[src/rtl/rr_arb_client.sv]
// rr_arb_client: clocked requestor bank for the async round-robin arbiter.
// Each channel runs a 4-phase request/grant handshake against a grant line
// that is synchronised locally before the channel FSM looks at it.
// Optional mutual-exclusion / spurious-grant checker: RR_ARB_CLIENT_MUTEX_CHECK_EN
// (when undefined, err is tied low and no checker logic exists).
//
// Handshake (4-phase, per channel i): request[i] rises and stays high until
// the synchronised grant gs[i] has been seen and the hold time has elapsed;
// request[i] then falls, and the channel waits for gs[i] to fall before it
// returns to IDLE and pulses done[i]. request never falls before gs rose, and
// never rises again before gs fell.
module rr_arb_client #(
    parameter int REQUESTORS  = 4,
    parameter int SYNC_STAGES = 2,  // must be at least 2
    parameter int HOLD_W      = 4
) (
    input  logic                  clk,
    input  logic                  rst_n,
    input  logic [REQUESTORS-1:0] start,
    input  logic [HOLD_W-1:0]     hold_cycles,
    output logic [REQUESTORS-1:0] request,
    input  logic [REQUESTORS-1:0] grant,
    output logic [REQUESTORS-1:0] busy,
    output logic [REQUESTORS-1:0] done,
    output logic                  err
);

    typedef enum logic [1:0] {
        ST_IDLE    = 2'd0,
        ST_REQ     = 2'd1,
        ST_HOLD    = 2'd2,
        ST_RELEASE = 2'd3
    } state_e;

    // Per-channel state is kept in a named array so checkers can bind to it.
    state_e                state_q [REQUESTORS];
    state_e                state_d [REQUESTORS];
    logic [HOLD_W-1:0]     cnt_q   [REQUESTORS];
    logic [HOLD_W-1:0]     cnt_d   [REQUESTORS];
    logic [REQUESTORS-1:0] request_q, request_d;
    logic [REQUESTORS-1:0] done_q, done_d;
    logic [REQUESTORS-1:0] sync_q  [SYNC_STAGES];
    logic [REQUESTORS-1:0] sync_d  [SYNC_STAGES];
    logic [REQUESTORS-1:0] gs;

    // Grant synchroniser: stage 0 samples the async grant, last stage is gs.
    always_comb begin
        sync_d[0] = grant;
        for (int s = 1; s < SYNC_STAGES; s++) begin
            sync_d[s] = sync_q[s-1];
        end
    end

    assign gs = sync_q[SYNC_STAGES-1];

    // Channel FSMs: independent 4-phase handshakes driven only by gs.
    always_comb begin
        request_d = request_q;
        done_d    = '0;
        for (int i = 0; i < REQUESTORS; i++) begin
            state_d[i] = state_q[i];
            cnt_d[i]   = cnt_q[i];
            case (state_q[i])
                ST_IDLE: begin
                    if (start[i]) begin
                        state_d[i]   = ST_REQ;
                        request_d[i] = 1'b1;
                        cnt_d[i]     = hold_cycles;
                    end
                end
                ST_REQ: begin
                    if (gs[i]) begin
                        state_d[i] = ST_HOLD;
                    end
                end
                ST_HOLD: begin
                    // cnt counts down to zero, so HOLD lasts hold_cycles+1 clocks
                    if (cnt_q[i] == '0) begin
                        state_d[i]   = ST_RELEASE;
                        request_d[i] = 1'b0;
                    end else begin
                        cnt_d[i] = cnt_q[i] - HOLD_W'(1);
                    end
                end
                ST_RELEASE: begin
                    if (!gs[i]) begin
                        state_d[i] = ST_IDLE;
                        done_d[i]  = 1'b1;
                    end
                end
                default: begin
                    state_d[i]   = ST_IDLE;
                    request_d[i] = 1'b0;
                end
            endcase
        end
    end

    // State, counters, outputs and synchroniser; reset drops request at once.
    always_ff @(posedge clk or negedge rst_n) begin
        if (!rst_n) begin
            request_q <= '0;
            done_q    <= '0;
            for (int i = 0; i < REQUESTORS; i++) begin
                state_q[i] <= ST_IDLE;
                cnt_q[i]   <= '0;
            end
            for (int s = 0; s < SYNC_STAGES; s++) begin
                sync_q[s] <= '0;
            end
        end else begin
            request_q <= request_d;
            done_q    <= done_d;
            for (int i = 0; i < REQUESTORS; i++) begin
                state_q[i] <= state_d[i];
                cnt_q[i]   <= cnt_d[i];
            end
            for (int s = 0; s < SYNC_STAGES; s++) begin
                sync_q[s] <= sync_d[s];
            end
        end
    end

    // busy is decoded from the registered state of each channel.
    always_comb begin
        busy = '0;
        for (int i = 0; i < REQUESTORS; i++) begin
            busy[i] = (state_q[i] != ST_IDLE);
        end
    end

    assign request = request_q;
    assign done    = done_q;

`ifdef RR_ARB_CLIENT_MUTEX_CHECK_EN
    logic err_q, err_d;
    logic multi_gnt, spurious_gnt;

    // Sticky flag: two grants at once, or a grant to a channel that is idle.
    always_comb begin
        multi_gnt    = (gs & (gs - REQUESTORS'(1))) != '0;
        spurious_gnt = |(gs & ~busy);
        err_d        = err_q | multi_gnt | spurious_gnt;
    end

    // Checker flag register.
    always_ff @(posedge clk or negedge rst_n) begin
        if (!rst_n) begin
            err_q <= 1'b0;
        end else begin
            err_q <= err_d;
        end
    end

    assign err = err_q;
`else
    assign err = 1'b0;
`endif

endmodule

[config.mk]
export PLATFORM = sky130hd
export DESIGN_NAME = rr_arb_client
export DESIGN_NICKNAME = d
export VERILOG_FILES = /design/src/rtl/rr_arb_client.sv
export SDC_FILE = /design/constraint.sdc
export NUM_CORES = 1
export LEC_CHECK = 0
export CAP_MARGIN = 20
export CORE_ASPECT_RATIO = 0.9
export CORE_MARGIN = 4
export CORE_UTILIZATION = 60
export DETAILED_ROUTE_END_ITERATION = 12
export PLACE_DENSITY = 0.91
export SYNTH_ARGS = -nofsm -noshare
export SYNTH_HDL_FRONTEND = slang
export SYNTH_SLANG_ARGS = --single-unit
[constraint.sdc]
create_clock -name clk -period 3.7 [get_ports clk]
set_clock_uncertainty 0.15 [all_clocks]
set_input_delay 0.74 -clock clk [delete_from_list [all_inputs] [get_ports clk]]
set_output_delay 0.74 -clock clk [all_outputs]
set_load 0.1 [all_outputs]
=== Word-level counts from Yosys, hierarchy flattened ===
Cells that the tools add are included.

* Bits in registers: 40
* Bits of input ports: 14
* Output and inout port bits: 13
* Logic and storage cells: 131

* Add/sub/neg operators: 4
* Eq/ne operators: 32
* Mux-type cells: 52
* Reductions and logical operators: 28

{| class="wikitable"
|+ Operators by type and width
! cell !! number
|-
| != test 2 bit (second input constant) || 20
|-
| two-way mux 2 bit || 16
|-
| two-way mux 4 bit || 8
|-
| case mux 2 bit (4 select lines) || 4
|-
| case mux 4 bit (2 select lines) || 4
|-
| AND reduction 3 bit || 8
|-
| equality test 2 bit (second input constant) || 8
|-
| zero test 4 bit || 4
|-
| two-way mux 1 bit || 16
|-
| AND reduction 4 bit || 4
|-
| nonzero test 2 bit || 8
|-
| subtractor 4 x 1 -> 4 bit (second input constant) || 4
|-
| equality test 2 x 1 -> 1 bit (second input constant) || 4
|-
| zero test 2 bit || 4
|-
| case mux 1 bit (2 select lines) || 4
|}

=== Logic depth before layout (Yosys ltp) ===
* Depth after elaboration: 3
* Gate-level depth with buffers: 6
* Depth with buffers taken out: 5

=== Least setup slack after synthesis ===
No wires, ideal clock.

* Kind: reg2out
* Start: register state_q[2] (netlist name)
* End: output port busy[2]
* Arrival: 1.354 ns
* Data required time: 2.810 ns
* Slack: 1.456 ns
* Stages on the path, launching flop included: 5
* Path buffers: 1
* Cells stage by stage: dfrtp_1 > inv_1 > ha_1 > buf_2 > inv_1

* Cells in the longest elaborated chain, start to end: 1

{| class="wikitable"
|+ Ends and longest elaborated chain
! element !! line !! source
|-
| start, declared || 36 || <nowiki>state_e state_q [REQUESTORS];</nowiki>
|-
| start signal, assigned by index || 115 || <nowiki>state_q[i] <= state_d[i];</nowiki>
|-
| nonzero test 2 bit || 128 || <nowiki>busy[i] = (state_q[i] != ST_IDLE);</nowiki>
|-
| end, declared || 23 || <nowiki>output logic [REQUESTORS-1:0] busy,</nowiki>
|}

Every way passes these cells.

=== Worst setup path after layout ===
* Start: register request_q[1] (netlist: request[1])
* End: output port request[1]

{| class="wikitable"
|+ RTL lines
! element !! line !! source
|-
| start, declared || 40 || <nowiki>logic [REQUESTORS-1:0] request_q, request_d;</nowiki>
|-
| start signal, assigned || 112 || <nowiki>request_q <= request_d;</nowiki>
|-
| end, declared || 21 || <nowiki>output logic [REQUESTORS-1:0] request,</nowiki>
|}

No word-level cell between the ends.

==> flow_metrics.py <==
metrics = {
    "worst_setup_path": {
        "critPathArrivalTime_ps": 1810,
        "crit_buf_inv": 1,
        "crit_slowest_cell": "clkdlybuf4s50_1",
        "path_class": "reg -> out",
        "path_delay_family": "buffers and inverters",
        "critPathRequiredTime_ps": 2810,
        "end_kind": "output pin",
        "critPathLaunchType": "register",
        "slowest_delay_ps": 1140,
        "cp_max_fo": 3,
        "crit_chain": "clkdlybuf4s50_1",
    },
    "floorplanning": {
        "die_w_um": 73.58,
        "die_h_um": 67.02,
        "die-area_um2": 4931,
        "io_pins": 27,
        "initial_core_util": 0.6224,
        "std_cell_rows": 21,
        "core_um2": 3731,
    },
    "drt": {
        "wl_met1_mm": 1.834,
        "routed_wl_mm": 4.318,
        "drt_pass1_iterations": 4,
        "routed-wl-met3_um": 181,
        "ant_nets": 0,
        "avgViaCountPerCell": 5.819,
        "vias": 1676,
        "wl_met2_mm": 2.210,
        "drtIter0Drc": 80,
        "dr.max_layer_used": "met4",
        "wl_per_cell_um": 14.99,
        "drc": 0,
    },
    "sta": {
        "tightest_slew_ps": 971.5,
        "slew_viol_final": 0,
        "finalHoldViolCount": 0,
        "grt_setup_unrepaired": "no",
        "min_period_over_period": 0.7306,
        "setup_tns_ps": 0,
        "setup_viol": 0,
        "period_minus_slack_ps": 2703,
        "slew_headroom": 0.3503,
        "timing.fmax_mhz": 369.9,
    },
    "synthesis": {
        "syn_area_um2": 2322,
        "yosysTopAreaCell": "dfrtp_1",
        "ys_warn_count": 0,
        "syn_nets": 251,
        "synthTopCellsByArea": "dfrtp_1 (43%), ha_1 (11%), mux2i_1 (6.5%), inv_1 (4.7%), nor2b_1 (3.0%)",
        "synth_seq_cells": 40,
        "synth_seq_area_share": 0.4310,
        "yosysUniqueCellTypes": 50,
        "synth_top_area_frac": 0.4310,
        "synth_cells": 217,
        "synth_edf_count": 0,
        "ys.flop_type": "dfrtp_1",
        "syn_area_per_cell_um2": 10.70,
        "async_flop_share": 1.000,
    },
    "global_routing": {
        "grt_usage": 0.1928,
        "grt_pass1_wl_mm": 7.272,
        "grt_overflow": 0,
        "grt_max_degree": 41,
        "grt_pass1_vias": 1671,
        "antenna_found_initial": 0,
    },
    "min_path": {
        "hp-class": "reg -> reg",
    },
    "clock_tree": {
        "tritoncts": "done",
        "cts.sinks": 40,
        "cts-root-buf": "clkbuf_8",
        "cts_hold_buf": 0,
        "cts_resized": 0,
        "clock_path_buffers": 2,
        "numCtsBuffers": 5,
        "clkTransAtPathRegs_ps": 80,
        "cts_setup_buffers": 0,
        "h-tree-depth": 2,
        "clk_latency_ps": 300,
    },
    "finish": {
        "nFillCells": 284,
        "drive_gt1_frac": 0.1198,
        "antenna-diode-count": 0,
        "nets": 276,
        "areaGrowthSynthToFinish_pct": 15.30,
    },
    "job": {
        "max_cap_violations": 0,
    },
    "outcome": {
        "status": "finished clean",
    },
    "placed_design": {
        "gp_congestion": 0.7999,
        "dp_hpwl_mm": 3.162,
        "portBuffers": 25,
    },
}
-- final timing paths --
check / from / end / slack, ps / cells after the start
min reg2reg: sync_d[3]$_DFF_PN0_ / gs[3]$_DFF_PN0_ / 200 / 0
min in group asynchronous: rst_n / done[2]$_DFF_PN0_ / 400 / 1
max reg2reg: state_q[6]$_DFFE_PN0P_ / cnt_q[12]$_DFFE_PN0P_ / 1600 / 5
max in group asynchronous: rst_n / gs[0]$_DFF_PN0_ / 2450 / 1
max: request[1]$_DFFE_PN0P_ / request[1] / 1000 / 1
min: sync_d[3]$_DFF_PN0_ / gs[3]$_DFF_PN0_ / 200 / 0
-- logic make-up after synthesis --
group,after synthesis,share of synthesized area
flip-flops,40,0.4310
AND/OR/NAND/NOR,49,0.1309
buffers and inverters,36,0.06142
multiplexers,28,0.1304
other,1,0.001615
adder cells (fa/ha/maj),20,0.1078
XOR/XNOR,1,0.003772
AO/OA/AOI/OAI,42,0.1331
-- metrics by stage --
step | utilization | cell area [µm²] | hold slack [ps] | instances | setup slack (ps)
finish | 0.7176 | 2678 | 203.2 | 288 | 996.8
global route | 0.7176 | 2678 | 218.6 | 288 | 950.9
CTS | 0.7176 | 2678 | 204.5 | 288 | 983.5
detailed placement | 0.6918 | 2581 | 187.8 | 281 | 1324
global placement | 0.6918 | 2581 | 182.4 | 281 | 1328
floorplan | - | 2322 | 181.2 | 217 | 1456
-- flip-flops by register name, indices dropped and copies added, names as in the netlist --
register / count
cnt_q: 16
state_q: 8
done: 4
gs: 4
request: 4
sync_d: 4
-- layout make-up --
cell class,instances,area (µm²),share of cell area
multi-input combinational,141,1179,0.4402
sequential,40,1001,0.3738
timing repair buffer,25,235.2,0.08785
inverter,29,108.9,0.04065
clock buffer,7,96.34,0.03598
tap,46,57.56,0.02150
-- per-layer routing --
layer	vias up	GRT usage
li1	802	-
met1	825	0.2241
met2	37	0.3363
met3	12	0.04374
met4	0	0.08371
met5	-	0
-- Yosys cell counts (2+ instances only) --
cell      number
a31oi_1        4
nand2b_1       2
nor4_1         2
or4_1          3
buf_2          2
mux2i_1       15
nor3_1         4
a211oi_2       2
o21ai_0        9
inv_1         29
or3b_1         3
dfrtp_1       40
a21oi_1        7
nand2_1        4
o31ai_1        4
a211o_1        2
clkbuf_1       3
nor2b_1       11
nand3_1        3
ha_1          20
mux2_1         5
mux2_2         6
o22ai_1        3
nor2_1         8
-- cells in the final DEF (no fill, tap or decap), types with 2 or more instances in the layout --
cell type        count
a211o_1              2
a211oi_2             2
a21oi_1              7
a31oi_1              4
buf_4                4
clkbuf_8             7
clkdlybuf4s50_1     20
dfrtp_1             40
ha_1                20
inv_1               29
mux2_1               5
mux2_2               6
mux2i_1             15
nand2_1              4
nand2b_1             2
nand3_1              3
nor2_1               8
nor2b_1             11
nor3_1               4
nor4_1               2
o21ai_0              9
o22ai_1              3
o31ai_1              4
or3b_1               3
or4_1                3
Power is left out: the tool's default activity adds up to more than one toggle a clock period on the data nets, which glitch-free logic cannot reach.
==> RTL edit 1, RTL diff (same settings) <==
The parameter `REQUESTORS` goes from 4 to 16.
--- a/src/rtl/rr_arb_client.sv
+++ b/src/rtl/rr_arb_client.sv
@@ -10,7 +10,7 @@
 // returns to IDLE and pulses done[i]. request never falls before gs rose, and
 // never rises again before gs fell.
 module rr_arb_client #(
-    parameter int REQUESTORS  = 4,
+    parameter int REQUESTORS  = 16,
     parameter int SYNC_STAGES = 2,  // must be at least 2
     parameter int HOLD_W      = 4
 ) (
Interface: changed (5 resized); port bits go from 27 to 87. The function was not compared with the original's and may differ.
==> RTL edit 1 against the original RTL <==
Register-to-register slack worse by 0.22 ns; setup slack worse by 0.19 ns; area after synthesis rose to 3.9 times the old value; critical path depth unchanged; cell area rose to 4.0 times the old value; die area rose to 3.5 times the old value; sequential cell count up 120; cell count rose to 4.0 times the old value; routed wire length rose to 4.1 times the old value; largest cell class unchanged; highest routed layer unchanged.
Power is left out: the tool's default activity adds up to more than one toggle a clock period on the data nets, which glitch-free logic cannot reach.
==> RTL edit 1: results (changes against the original RTL) <==
* RR Startpoint: state_q[0]
* Layout Cells excl Fill at 1139 (+300%)
* Port Buffers at 85 (+240%)
* Hold Slack at 0.1970 ns (-0.006188 ns)
* Post-CTS setup repair buffer count at 0 (unchanged)
* Mux cell area share after synthesis at 0.1138 (-0.01654)
* Placed cell count at 1107 (+290%)
* Xor/xnor cell area share of the yosys netlist at 0.006705 (+0.002933)
* Post-synthesis adder-cell area fraction at 0.1095 (+0.001710)
* Total wire length at 17.61 mm (+310%)
* Syn_area_per_cell at 10.78 µm² (+0.76%)
* Num CTS Buffers at 17 (+12)
* WL met2 at 8.927 mm (+300%)
* Post-DR vias/cell at 5.752 (-1.2%)
* Initial drt markers at 397 (+400%)
* Flop2flop setup slack at 1.38 ns (-0.22 ns)
* Commonest cells post-synth: 160 x dfrtp_1, 103 x inv_1, 80 x ha_1
* Slowest cell delay on critical path at 1.16 ns (+0.02 ns)
* Slowest cell on the critical path: clkdlybuf4s50_1
* Clock transition at path regs at 0.06 ns (-0.02 ns)
* Grt total ovfl at 0 (unchanged)
* Worst-Margin Slew at 1.024 ns (+0.05238 ns)
* Post-CTS Resized at 0 (unchanged)
* Post-DP HPWL at 12.13 mm (+280%)
* Fill cells at 1008 (+250%)
* Clock latency on the worst-skew pair at 0.43 ns (+0.13 ns)
* Vias in the first global route at 6547 (+290%)
* Nets at 1046 (+280%)
* Hold Path Class: input port to async pin
* Main combinational cell family by area after synthesis: simple AND/OR/NAND/NOR gates
* H-tree lvl count at 4 (+2)
* First-pass GRT wire length at 30.24 mm (+320%)
* Mapped Nets at 966 (+280%)
* GRT Total Usage at 0.2089 (+0.01605)
* Complex-gate fraction of the synthesized area at 0.1349 (+0.001839)
* Largest regs: cnt_q x64, state_q x32
* Top Layer Used: met4
* Largest net degree at the start of global routing at 87 (+110%)
* Status: finished, final reports clean
* Wl on met1 at 7.751 mm (+320%)
* Routability Congestion at 0.8285 (+3.6%)
* Met3 wire length at 725 µm (+300%)
* DP Worst Slack at 0.9757 ns (-0.3479 ns)
* Detailed-router iteration count before antenna repair at 5 (+1)
* Share of cells above drive strength 1 at 0.1222 (+0.002376)
* Reg-to-Reg End: cnt_q[1]
* Synth top area cells: dfrtp_1 44%, ha_1 11%, mux2i_1 6.1%, inv_1 4.2%, mux2_2 3.9%
* WP data arrival at 2.01 ns (+0.20 ns)
* CTS root buffer: clkbuf_16
* Post-synth cell types at 62 (+24%)
* Register area share after synthesis at 0.4379 (+0.006842)
-- RTL edit 1: cell count changes after synthesis, sizes merged, moves of 24 or more --
cell / change
dfrtp: +120
inv: +74
mux2: +30
mux2i: +40
nor2: +24
nand2: +33
o21ai: +28
ha: +60
-- RTL edit 1: cell type report --
class / count / area, µm² / area share
clock buffers: 22 / 474.2 / 0.04428
clock inverters: 10 / 110.1 / 0.01028
inverters: 103 / 386.6 / 0.03610
multi-input cells: 557 / 4633 / 0.4326
flip-flops and latches: 160 / 4004 / 0.3738
well taps: 198 / 247.7 / 0.02313
repair buffers: 89 / 854.6 / 0.07979
-- RTL edit 1: metrics by stage --
stage / cell area [µm²] / utilization
floorplan: 9144 / -
global placement: 10130 / 0.6833
detailed placement: 10130 / 0.6833
CTS: 10710 / 0.7227
global route: 10710 / 0.7227
finish: 10710 / 0.7227
-- RTL edit 1: per-layer routing --
metal,vias to the layer above,GRT usage
met5,-,0
met4,0,0.06798
met3,19,0.04544
met2,119,0.3639
met1,3241,0.2606
li1,3173,-
-- RTL edit 1: cells by family after synthesis --
group           after synthesis
other cells                   1
compound gates              156
xor+xnor                      7
mux                          98
fa+ha+maj                    80
buf+inv                     131
simple gates                215
flops                       160
-- RTL edit 1: how the worst max path moves through the flow --
stage / cells past startpoint / slack (ns) / endpoint / start
4_1_cts: 1 / 0.80 / request[6] / request[6]
3_5_place_dp: 4 / 0.98 / cnt_q[31] / hold_cycles[3]
5_1_grt: 1 / 0.77 / request[6] / request[6]
3_3_place_gp: 4 / 1.10 / cnt_q[58] / hold_cycles[2]
6_report: 1 / 0.80 / request[6] / request[6]
2_1_floorplan: 4 / 1.44 / busy[9] / state_q[12]
==> RTL edit 2, RTL diff (config.mk and constraints unchanged) <==
Without the edit above. Add a define of `RR_ARB_CLIENT_MUTEX_CHECK_EN`.
--- a/src/rtl/rr_arb_client.sv
+++ b/src/rtl/rr_arb_client.sv
@@ -9,6 +9,8 @@
 // request[i] then falls, and the channel waits for gs[i] to fall before it
 // returns to IDLE and pulses done[i]. request never falls before gs rose, and
 // never rises again before gs fell.
+`define RR_ARB_CLIENT_MUTEX_CHECK_EN
+
 module rr_arb_client #(
     parameter int REQUESTORS  = 4,
     parameter int SYNC_STAGES = 2,  // must be at least 2
Formal check against the unedited RTL: not equivalent (Yosys sat finds a counterexample within 4 cycles, from zero or initial values and one cycle with rst_n low).
==> RTL edit 2 against the original RTL <==
Utilization rose by 0.48 points; cell count down 1.0%; area after synthesis decreased by 1.5%; non-clock buffer count increased by 1; first-iteration DRC count up 93%; routed wire length increased by 0.65%; cell area hardly changed; critical endpoint is now request[3]; sequential cell count is 1 higher; count of clock-buffer cells in the layout unchanged; highest routed layer unchanged; setup slack improved by 0.030 ns; worst hold slack lost 0.012 ns.
Power is left out: the tool's default activity adds up to more than one toggle a clock period on the data nets, which glitch-free logic cannot reach.
==> RTL edit 2: results (changes against the original RTL) <==
* Status: finished, final reports clean
* Final period utilization at 0.7226 (-0.007981)
* Grt met2 use at 0.2958 (-0.04052)
* GR Layer Usage met3 at 0.04223 (-0.001508)
* Flop2flop setup slack at 1.63 ns (+0.03 ns)
* Routability Congestion at 0.7608 (-4.9%)
* Total vias in the final route at 1673 (-0.18%)
* Largest net degree at the start of global routing at 42 (+2.4%)
* Met3 wire length at 189 µm (+4.4%)
* Synth top area cells: dfrtp_1 45%, ha_1 11%, mux2i_1 4.8%, inv_1 4.3%, mux2_2 2.5%
* Crit path launch: request[3]
* Post-DP HPWL at 3.095 mm (-2.1%)
* Worst-path fanout max at 2 (-1)
* RR Startpoint: state_q[0]
* Commonest cells post-synth: 41 x dfrtp_1, 26 x inv_1, 20 x ha_1
* WL met2 at 2.099 mm (-5.0%)
* DP Worst Slack at 1.349 ns (+0.02506 ns)
* GRT Total Usage at 0.1966 (+0.003786)
* WP data arrival at 1.78 ns (-0.03 ns)
* Share of cells above drive strength 1 at 0.1172 (-0.002680)
* Register area share after synthesis at 0.4486 (+0.01754)
* Dpl cell area at 2575 µm² (-0.24%)
* GR Util met1 at 0.2714 (+0.04729)
* Placed cell count at 277 (-1.4%)
* Total wire length at 4.346 mm (+0.65%)
* Vias in the first global route at 1591 (-4.8%)
* Worst hold path startpoint: sync_d[1]
* Wl on met1 at 1.957 mm (+6.7%)
* Syn_area_per_cell at 10.94 µm² (+2.3%)
* Hold Slack at 0.1916 ns (-0.01161 ns)
* Initial drt markers at 154 (+93%)
* CP endpoint: request[3]
-- RTL edit 2: cell count changes after synthesis, moves of 4 or more --
cell     change
mux2i_1      -4
o21ai_1      +4
nand2_1      +7
o32a_1       +4
nor3_1       -4
nor2b_1      -5
-- RTL edit 2: cell type report --
type	count	area (µm²)
clock buffers	7	96.34
well taps	46	57.56
flip-flops and latches	41	1026
clock inverters	1	5.005
fillers	252	1028
inverters	26	97.59
multi-input cells	138	1149
repair buffers	26	245.2
-- RTL edit 2: worst reg2reg max path: stages (launching register included) --
cell	delay (ns)
dfrtp_1	0.43
inv_1	0.12
ha_1	0.31
mux2i_1	0.54
nor2_1	0.20
a22o_1	0.22
-- RTL edit 2: kinds of logic after synthesis --
kind of cell	after synthesis	share of synthesized area
multiplexers	21	0.1001
adder cells (fa/ha/maj)	20	0.1094
AO/OA/AOI/OAI	51	0.1772
buffers and inverters	30	0.04923
AND/OR/NAND/NOR	46	0.1154
flip-flops	41	0.4486
